--- src/rtl/instr_fetch.sv ---
// instr_fetch: instruction fetch unit for the X9 core.
// Owns the fetch PC and issues one read per cycle at most to a synchronous
// instruction memory. Returned words, tagged with their addresses, go into a
// small FIFO whose head is offered to the decoder with a valid/ready handshake.
// Start and taken branches redirect fetch: the FIFO is flushed, any return
// still in flight is dropped, and the redirect target is requested on the
// same edge.
// Optional build macro: INSTR_FETCH_BRANCH_COUNT_EN adds a saturating
// taken-branch counter on BranchCount. Without it, BranchCount is tied to 0.
module instr_fetch #(
  parameter int IW        = 9,
  parameter int PCW       = 10,
  parameter int BUF_DEPTH = 2,
  parameter int PROG_LEN  = 1024
) (
  input  logic           Clk,
  input  logic           Reset,
  input  logic           Start,
  output logic           ImemReq,
  output logic [PCW-1:0] ImemAddr,
  input  logic [IW-1:0]  ImemData,
  output logic [IW-1:0]  Instr,
  output logic [PCW-1:0] InstrPC,
  output logic           InstrValid,
  input  logic           InstrReady,
  input  logic           BranchTaken,
  input  logic [PCW-1:0] Target,
  output logic           Done,
  output logic [15:0]    BranchCount
);

  localparam int AW = $clog2(BUF_DEPTH);
  // The fetch PC is one bit wider than the address so it can reach PROG_LEN.
  localparam logic [PCW:0]   LP_PROG_LEN = (PCW+1)'(PROG_LEN);
  localparam logic [PCW-1:0] LP_LAST_PC  = PCW'(PROG_LEN - 1);
  localparam logic [AW:0]    LP_DEPTH    = (AW+1)'(BUF_DEPTH);
  localparam logic [PCW:0]   LP_PC_ONE   = (PCW+1)'(1);

  typedef enum logic [1:0] {
    S_IDLE = 2'd0,
    S_RUN  = 2'd1,
    S_DONE = 2'd2
  } state_t;

  state_t r_state;
  state_t w_next_state;

  logic [PCW:0]   r_fpc;
  logic           r_imem_req;
  logic [PCW-1:0] r_imem_addr;
  logic           r_pend;
  logic [PCW-1:0] r_pend_pc;
  logic [AW-1:0]  r_wr_ptr;
  logic [AW-1:0]  r_rd_ptr;
  logic [AW:0]    r_count;
  logic [IW-1:0]  r_buf_instr [BUF_DEPTH];
  logic [PCW-1:0] r_buf_pc    [BUF_DEPTH];

  logic           w_head_valid;
  logic           w_pop;
  logic           w_push;
  logic           w_branch;
  logic           w_redirect;
  logic           w_flush;
  logic           w_last_accept;
  logic           w_issue;
  logic [PCW:0]   w_redir_pc;
  logic [PCW:0]   w_fetch_pc;
  logic [AW:0]    w_occ_next;
  logic [AW:0]    w_outstanding;

  // Handshake and redirect decode
  assign w_head_valid  = (r_state == S_RUN) && (r_count != '0);
  assign w_pop         = w_head_valid && InstrReady;
  assign w_branch      = (r_state == S_RUN) && BranchTaken;
  assign w_redirect    = Start || w_branch;
  assign w_last_accept = w_pop && (r_buf_pc[r_rd_ptr] == LP_LAST_PC) &&
                         !BranchTaken && !Start;

  // Start wins over a simultaneous branch and always targets address 0.
  assign w_redir_pc = Start ? '0 : {1'b0, Target};
  assign w_fetch_pc = w_redirect ? w_redir_pc : r_fpc;

  // Anything that leaves or re-enters RUN discards buffered and in-flight words.
  assign w_flush = w_redirect || (w_next_state != S_RUN);
  assign w_push  = r_pend && !w_flush;

  // Occupancy after this edge plus the return still due must leave room for one
  // more word, so every return is guaranteed a free slot.
  assign w_occ_next    = w_flush ? '0 : (r_count + (AW+1)'(w_push) - (AW+1)'(w_pop));
  assign w_outstanding = (AW+1)'(r_imem_req && !w_flush);
  assign w_issue       = (w_next_state == S_RUN) &&
                         ((w_occ_next + w_outstanding) < LP_DEPTH) &&
                         (w_fetch_pc < LP_PROG_LEN);

  // FSM state register
  always_ff @(posedge Clk or posedge Reset) begin
    if (Reset) begin
      r_state <= S_IDLE;
    end else begin
      r_state <= w_next_state;
    end
  end

  // FSM next-state: redirects, out-of-range branches and program end
  always_comb begin
    w_next_state = r_state;
    unique case (r_state)
      S_IDLE: begin
        if (Start) w_next_state = S_RUN;
      end
      S_RUN: begin
        if (Start) begin
          w_next_state = S_RUN;
        end else if (BranchTaken) begin
          w_next_state = ({1'b0, Target} >= LP_PROG_LEN) ? S_DONE : S_RUN;
        end else if (w_last_accept) begin
          w_next_state = S_DONE;
        end
      end
      S_DONE: begin
        if (Start) w_next_state = S_RUN;
      end
      default: w_next_state = S_IDLE;
    endcase
  end

  // FSM outputs: head of the buffer is shown only while running and non-empty
  always_comb begin
    InstrValid = w_head_valid;
    Instr      = '0;
    InstrPC    = '0;
    Done       = (r_state == S_DONE);
    if (w_head_valid) begin
      Instr   = r_buf_instr[r_rd_ptr];
      InstrPC = r_buf_pc[r_rd_ptr];
    end
  end

  assign ImemReq  = r_imem_req;
  assign ImemAddr = r_imem_addr;

  // Fetch PC, request issue, in-flight tracking and FIFO pointers
  always_ff @(posedge Clk or posedge Reset) begin
    if (Reset) begin
      r_fpc       <= '0;
      r_imem_req  <= 1'b0;
      r_imem_addr <= '0;
      r_pend      <= 1'b0;
      r_wr_ptr    <= '0;
      r_rd_ptr    <= '0;
      r_count     <= '0;
    end else begin
      r_fpc      <= w_issue ? (w_fetch_pc + LP_PC_ONE) : w_fetch_pc;
      r_imem_req <= w_issue;
      if (w_issue) begin
        r_imem_addr <= w_fetch_pc[PCW-1:0];
      end
      r_pend  <= r_imem_req && !w_flush;
      r_count <= w_occ_next;
      if (w_flush) begin
        r_wr_ptr <= '0;
        r_rd_ptr <= '0;
      end else begin
        if (w_push) r_wr_ptr <= r_wr_ptr + 1'b1;
        if (w_pop)  r_rd_ptr <= r_rd_ptr + 1'b1;
      end
    end
  end

  // Capture returning memory data with its address at the buffer tail
  always_ff @(posedge Clk) begin
    r_pend_pc <= r_imem_addr;
    if (w_push) begin
      r_buf_instr[r_wr_ptr] <= ImemData;
      r_buf_pc[r_wr_ptr]    <= r_pend_pc;
    end
  end

`ifdef INSTR_FETCH_BRANCH_COUNT_EN
  logic [15:0] r_branch_cnt;

  // Saturating count of branches sampled in RUN; Start restarts the count
  always_ff @(posedge Clk or posedge Reset) begin
    if (Reset) begin
      r_branch_cnt <= '0;
    end else if (Start) begin
      r_branch_cnt <= '0;
    end else if (w_branch && (r_branch_cnt != 16'hFFFF)) begin
      r_branch_cnt <= r_branch_cnt + 16'd1;
    end
  end

  assign BranchCount = r_branch_cnt;
`else
  assign BranchCount = '0;
`endif

endmodule
--- config.mk ---
export PLATFORM = sky130hd
export DESIGN_NAME = instr_fetch
export DESIGN_NICKNAME = d
export VERILOG_FILES = /design/src/rtl/instr_fetch.sv
export SDC_FILE = /design/constraint.sdc
export NUM_CORES = 1
export LEC_CHECK = 0
export CAP_MARGIN = 15
export CORE_UTILIZATION = 51
export CTS_CLUSTER_DIAMETER = 200
export DETAILED_ROUTE_END_ITERATION = 10
export PLACE_DENSITY = 0.79
export SLEW_MARGIN = 20
export SYNTH_ARGS = -nofsm -noshare
export SYNTH_HDL_FRONTEND = slang
export SYNTH_SLANG_ARGS = --single-unit
--- constraint.sdc ---
create_clock -name Clk -period 5 [get_ports Clk]
set_input_delay 1.25 -clock Clk [delete_from_list [all_inputs] [get_ports Clk]]
set_output_delay 1.25 -clock Clk [all_outputs]
set_load 0.03 [all_outputs]
==> results.yml, run 1 <==
outcome:
  status: "completed"
synthesis:
  synth_simple_gate_area_share_pct: 15.4
  seq_area_frac_synth_pct: 57.9
  synth-async-reset-ratio_pct: 37.7
  ys.flop_type: "edfxtp_1"
  synth-compound-area-share_pct: 5.75
  synth_top_area_share_pct: 32.0
  yosys.area.top_type: "edfxtp_1"
  avgSynthCellArea_um2: 12.4
  ys_ff_latch: 77
  yosys_warnings: 0
  synth_most_common_cell: "edfxtp_1"
  synth_edf_count: 38
  ys_top_cells_by_area: "edfxtp_1, dfrtp_1, mux2i_1"
  synth_mux_area_share_pct: 10.5
  synth_top_cells_by_count: "edfxtp_1, dfrtp_1, nor2_1"
  syn_inst: 287
  synth_cell_types: 50
  synth-adder-area-share_pct: 1.05
  synth_top_family_by_area: "simple AND/OR/NAND/NOR gates"
  synth-xor-area-share_pct: 3.08
  netlist_area_um2: 3570
routing:
  drt_wl_total_um: 7270
  dr.pass1.iters: 4
  met1_length_um: 3120
  route.met3.wl_um: 339
  viasPerCell: 5.20
  drc: 0
  via_count: 2338
  ant_nets: 0
  highest_layer: "met4"
  wl_met2_um: 3600
  avgRoutedWirePerCell_um: 16.2
  drt_iter0_drc: 93
timing:
  tightest_slew_ns: 0.921
  hold-worst-slack_ns: 0.400
  fmax_ghz: 0.226
  final.period_utilization_pct: 88.6
  final_max_slew_viol_count: 0
  finalHoldViolCount: 0
  rsz0062_at_grt: "false"
  relSlewSlack_pct: 38.6
  skew_ns: 0.0160
  layout_setup_ws_ns: 0.572
  finalSetupTns_ns: 0
  setup_viol: 0
  layout_min_cycle_time_ns: 4.43
worst_setup_path:
  worstPathRequired_ns: 5.23
  path_buf_inv: 3
  worst-path-max-fanout: 12
  cp_slowest_stage_delay_ns: 0.45
  crit_family: "compound AO/OA/AOI/OAI gates"
  crit_top_cell: "ha_1"
  slowest_stage: "clkdlybuf4s50_1"
  worst_ep_arrival_time_ns: 4.66
  crit_chain: "clkdlybuf4s50_1, nand2b_1, a2111oi_4, o211ai_4, and3_1, nand2_1, ha_1, inv_1, ha_1, xnor3_1, xor2_1, o21ai_2, nand3_4, inv_4, mux2_2"
  endpoint_kind: "flop"
  crit_path_start_kind: "primary input"
  critPathKind: "primary input to flop"
clock_network:
  cts_hold_buf: 0
  clk_path_buf_depth: 2
  cts_root_buf: "clkbuf_8"
  cts_tree: "yes"
  numCtsBuffers: 9
  cts_setup_buffers: 0
  path_clk_slew_ns: 0.08
  htree_levels: 3
  clkLatencyLatePin_ns: 0.35
  cts_resized: 0
  clock-sinks: 77
final_layout:
  final_core_util_pct: 65.0
  fillers: 513
  areaGrowthSynthToFinish_pct: 23.7
  drive_gt1_share_pct: 12.7
  n_antenna_cell: 0
  finalNonFillerCells: 450
  final_nets: 376
global_routing:
  grt_max_degree: 30
  antenna_found_initial: 0
  gr-usage-all-layers_pct: 20.9
  gr-total-overflow: 0
  grt_pass1_vias: 2273
  grt_pass1_wl_um: 11400
pwr:
  vdd_ir_drop_max_uv: 141
  total_leakage_power_nw: 1.72
  power.density_nw_per_um2: 320
placement:
  placed_cells: 434
  place_ws_ns: 0.186
  dp.final_hpwl_um: 5130
  port_buffers: 55
  gp_congestion: 0.922
floorplanning:
  die_w_um: 85.7
  core_area_um2: 6790
  ios: 72
  die_area_um2: 7340
  initial_core_util_pct: 52.5
  row_count: 30
  die_h_um: 85.7
hold_path:
  hold_path.class: "flop to flop"
run:
  maxCapViolCount: 0
## state kept, by name, indices dropped and copies added, names as in the netlist
| signal | count |
|---|---|
| r_fpc | 11 |
| r_buf_instr | 18 |
| ImemReq | 1 |
| r_buf_pc | 20 |
| r_rd_ptr | 1 |
| r_state | 2 |
| r_count | 2 |
| r_wr_ptr | 1 |
| ImemAddr | 10 |
| r_pend_pc | 10 |
| r_pend | 1 |
## path summary, 6_finish.rpt
path                                  start           end  slack, ns  cells after the start
min in group asynchronous             Reset   ImemAddr[3]       1.31                      2
worst max register to register     r_rd_ptr   ImemAddr[7]       0.92                     14
worst min register to register  ImemAddr[9]  r_pend_pc[9]       0.40                      0
worst min-delay path            ImemAddr[9]  r_pend_pc[9]       0.40                      0
worst max-delay path            BranchTaken   ImemAddr[7]       0.57                     15
max in group asynchronous             Reset      r_fpc[8]       3.28                      2
## kinds of logic (layout without fill, tap and decap cells)
family | after synthesis | count (layout)
buffers and inverters | 35 | 87
adder cells (fa/ha/maj) | 3 | 3
multiplexers | 34 | 34
other | 1 | 16
AND/OR/NAND/NOR | 103 | 103
flip-flops | 77 | 77
XOR/XNOR | 11 | 11
AO/OA/AOI/OAI | 23 | 23
## cells in the final DEF (no fill, tap or decap), types with 3 or more instances in the layout
master            n
clkdlybuf4s50_1  55
edfxtp_1         38
dfrtp_1          29
nor2_1           28
nand2_1          25
mux2i_1          25
nand3_1          16
conb_1           16
dfxtp_1          10
xnor2_1           9
clkbuf_8          9
a21oi_1           8
nand4_1           8
buf_4             8
inv_1             6
mux2_4            6
and3_1            4
and2_1            4
nand2b_1          3
nor2b_1           3
and4b_1           3
mux2_2            3
ha_1              3
bufinv_16         3
## power by group
group | switching, mW | internal (mW) | leakage (nW)
Clock | 0.236 | 0.334 | 0.124
Sequential | 0.0157 | 0.688 | 0.799
Combinational | 0.0807 | 0.0567 | 0.801
Total | 0.333 | 1.08 | 1.72
## layer usage
layer  global-route usage, %  vias to the layer above
met5                       0                        -
li1                        -                     1115
met3                    4.91                       18
met1                    26.0                     1118
met2                    34.5                       87
met4                    10.6                        0
## final cells by class
class | count | area, um^2 | area share (%)
Sequential cell | 77 | 2070 | 46.8
Tap cell | 96 | 120 | 2.72
Timing Repair Buffer | 63 | 611 | 13.8
Clock inverter | 7 | 121 | 2.75
Inverter | 8 | 32.5 | 0.737
Multi-Input combinational cell | 190 | 1340 | 30.3
Clock buffer | 9 | 124 | 2.81
## stage by stage
| step | power (mW) | instance area [um^2] |
|---|---|---|
| floorplan | 0.807 | 3630 |
| global route | 1.46 | 4420 |
| CTS | 1.42 | 4420 |
| finish | 1.41 | 4420 |
| detailed placement | 0.854 | 4170 |
| global placement | 0.850 | 4170 |
Note: power is estimated with default switching activity, not from simulation.
==> run 2: changes to the inputs <==
--- a/config.mk
+++ b/config.mk
@@ -6,6 +6,7 @@
 export NUM_CORES = 1
 export LEC_CHECK = 0
 export CAP_MARGIN = 15
+export CORE_ASPECT_RATIO = 0.5
 export CORE_UTILIZATION = 51
 export CTS_CLUSTER_DIAMETER = 200
 export DETAILED_ROUTE_END_ITERATION = 10
==> results.yml, run 2 (same netlist as run 1, synthesis figures left out) <==
outcome:
  status: "completed"
final_layout:
  layout_commonest_cell: "clkdlybuf4s50_1"
  fillers: 497
  final_core_util_pct: 66.0
  design_area_um2: 4440
  regMostFlops: "r_buf_pc"
  areaGrowthSynthToFinish_pct: 24.4
  final_nets: 375
  largest_register_ffs: 20
  n_antenna_cell: 0
  layout_common_cells: "clkdlybuf4s50_1, edfxtp_1, dfrtp_1"
  reg_top3: "r_buf_pc x20, r_buf_instr x18, r_fpc x11"
  drive_gt1_share_pct: 12.5
clock_network:
  clkLatencyLatePin_ns: 0.33
  cts_root_buf: "clkbuf_16"
  cts_hold_buf: 0
  cts_tree: "yes"
  clk_path_buf_depth: 2
  clock-sinks: 77
  cts_setup_buffers: 0
  numCtsBuffers: 9
  path_clk_slew_ns: 0.06
  cts_resized: 0
  htree_levels: 3
placement:
  dp.final_hpwl_um: 5030
  port_buffers: 55
  gp_congestion: 0.919
  dpl-instance-area_um2: 4160
worst_setup_path:
  cp_slowest_stage_delay_ns: 0.45
  r2r_start: "r_rd_ptr"
  reg2reg_depth: 14
  worst_ep_arrival_time_ns: 4.71
  worst-path-max-fanout: 12
  worstPathRequired_ns: 5.22
  slowest_stage: "clkdlybuf4s50_1"
  crit_path_start_kind: "primary input"
  reg2reg_to: "ImemAddr[5]"
  r2r_setup_slack_ns: 0.92
  crit_top_cell: "ha_1"
  critPathKind: "primary input to flop"
  crit_chain: "clkdlybuf4s50_1, nand2b_1, a2111oi_4, o211ai_4, and3_1, nand2_1, ha_1, inv_1, ha_1, xnor3_1, xor2_1, o21ai_2, nand3_4, inv_4, mux2_2"
  endpoint_kind: "flop"
run:
  maxCapViolCount: 0
timing:
  layout_min_cycle_time_ns: 4.49
  finalSetupTns_ns: 0
  skew_ns: 0.00565
  relSlewSlack_pct: 40.0
  final.period_utilization_pct: 89.9
  rsz0062_at_grt: "false"
  finalHoldViolCount: 0
  final_max_slew_viol_count: 0
  fmax_ghz: 0.223
  tightest_slew_ns: 0.900
  setup_viol: 0
pwr:
  vdd_ir_drop_max_uv: 151
  seqPwrFrac_pct: 48.7
  sw_frac_of_total_pct: 24.9
  total_leakage_power_nw: 1.73
  p_int_mw: 1.09
  power.density_nw_per_um2: 326
  comb_power_share_pct: 9.5
  clockPowerShare_pct: 41.8
  p_sw_mw: 0.361
routing:
  viasPerCell: 5.36
  drt_iter0_drc: 130
  avgRoutedWirePerCell_um: 16.2
  dr.pass1.iters: 5
  drt_wl_total_um: 7190
  via_count: 2387
  drc: 0
  ant_nets: 0
global_routing:
  grt_pass1_vias: 2170
  gr-total-overflow: 0
  grt_pass1_wl_um: 11000
  antenna_found_initial: 0
  grt_max_degree: 30
  gr-usage-all-layers_pct: 20.6
floorplanning:
  ios: 72
  core_area_um2: 6730
  initial_core_util_pct: 53.1
  die_w_um: 120
  row_count: 21
  die_area_um2: 7360
  die_h_um: 61.2
hold_path:
  min_to: "r_pend_pc[5]"
  hold_path.class: "flop to flop"
  worstHoldPathCells: 0
  hp-start: "ImemAddr[5]"
==> run 2: cell types whose count changed in the layout (fill, tap and decap cells not counted), sizes merged <==
cell / before / now
inv: 9 / 10
buf: 8 / 7
bufinv: 3 / 0
clkinv: 3 / 4
clkinvlp: 0 / 1
==> run 2: per-stage QoR <==
step | std cells | power, mW | worst slack, ns | hold slack (ns)
5_1_grt | 445 | 1.50 | 0.313 | 0.425
4_1_cts | 445 | 1.46 | 0.501 | 0.408
3_5_place_dp | 429 | 0.854 | 0.171 | 0.394
6_report | 445 | 1.45 | 0.506 | 0.406
3_3_place_gp | 429 | 0.852 | 0.349 | 0.385
2_1_floorplan | 302 | 0.807 | 0.801 | 0.404
==> run 2: power by group through the flow <==
stage / Combinational, mW / Sequential (mW) / Clock, mW
6_report: 0.138 / 0.705 / 0.606
2_1_floorplan: 0.0836 / 0.724 / 0
3_5_place_dp: 0.137 / 0.717 / 0
5_1_grt: 0.148 / 0.707 / 0.643
4_1_cts: 0.138 / 0.704 / 0.617
3_3_place_gp: 0.136 / 0.716 / 0
==> run 2: layout make-up <==
cell class / instances / area (um^2) / area share (%)
clock buffer: 9 / 225 / 5.07
sequential: 77 / 2070 / 46.5
inverter: 8 / 32.5 / 0.732
multi-input combinational: 190 / 1340 / 30.2
timing repair buffer: 62 / 603 / 13.6
tap: 92 / 115 / 2.59
clock inverter: 7 / 58.8 / 1.32
==> run 2: routing by layer <==
metal / track usage (%) / share of wire (%)
met1: 26.8 / 44
met2: 32.8 / 47
met3: 6.20 / 7.5
met4: 9.17 / 2.0
met5: 0 / 0
==> run 2: how the worst max path moves through the flow <==
stage / start / end / slack, ns
2_1_floorplan: BranchTaken / ImemAddr[0] / 0.80
3_3_place_gp: BranchTaken / ImemAddr[5] / 0.35
3_5_place_dp: BranchTaken / ImemAddr[5] / 0.17
4_1_cts: BranchTaken / ImemAddr[5] / 0.50
5_1_grt: BranchTaken / ImemAddr[5] / 0.31
6_report: BranchTaken / ImemAddr[5] / 0.51
==> run 2: worst max-delay path: cells and delay by family <==
family / cells / cell delay, ns
simple gates: 4 / 0.66
xor+xnor: 2 / 0.52
buf+inv: 3 / 0.73
mux: 1 / 0.35
compound gates: 3 / 0.78
fa+ha+maj: 2 / 0.39
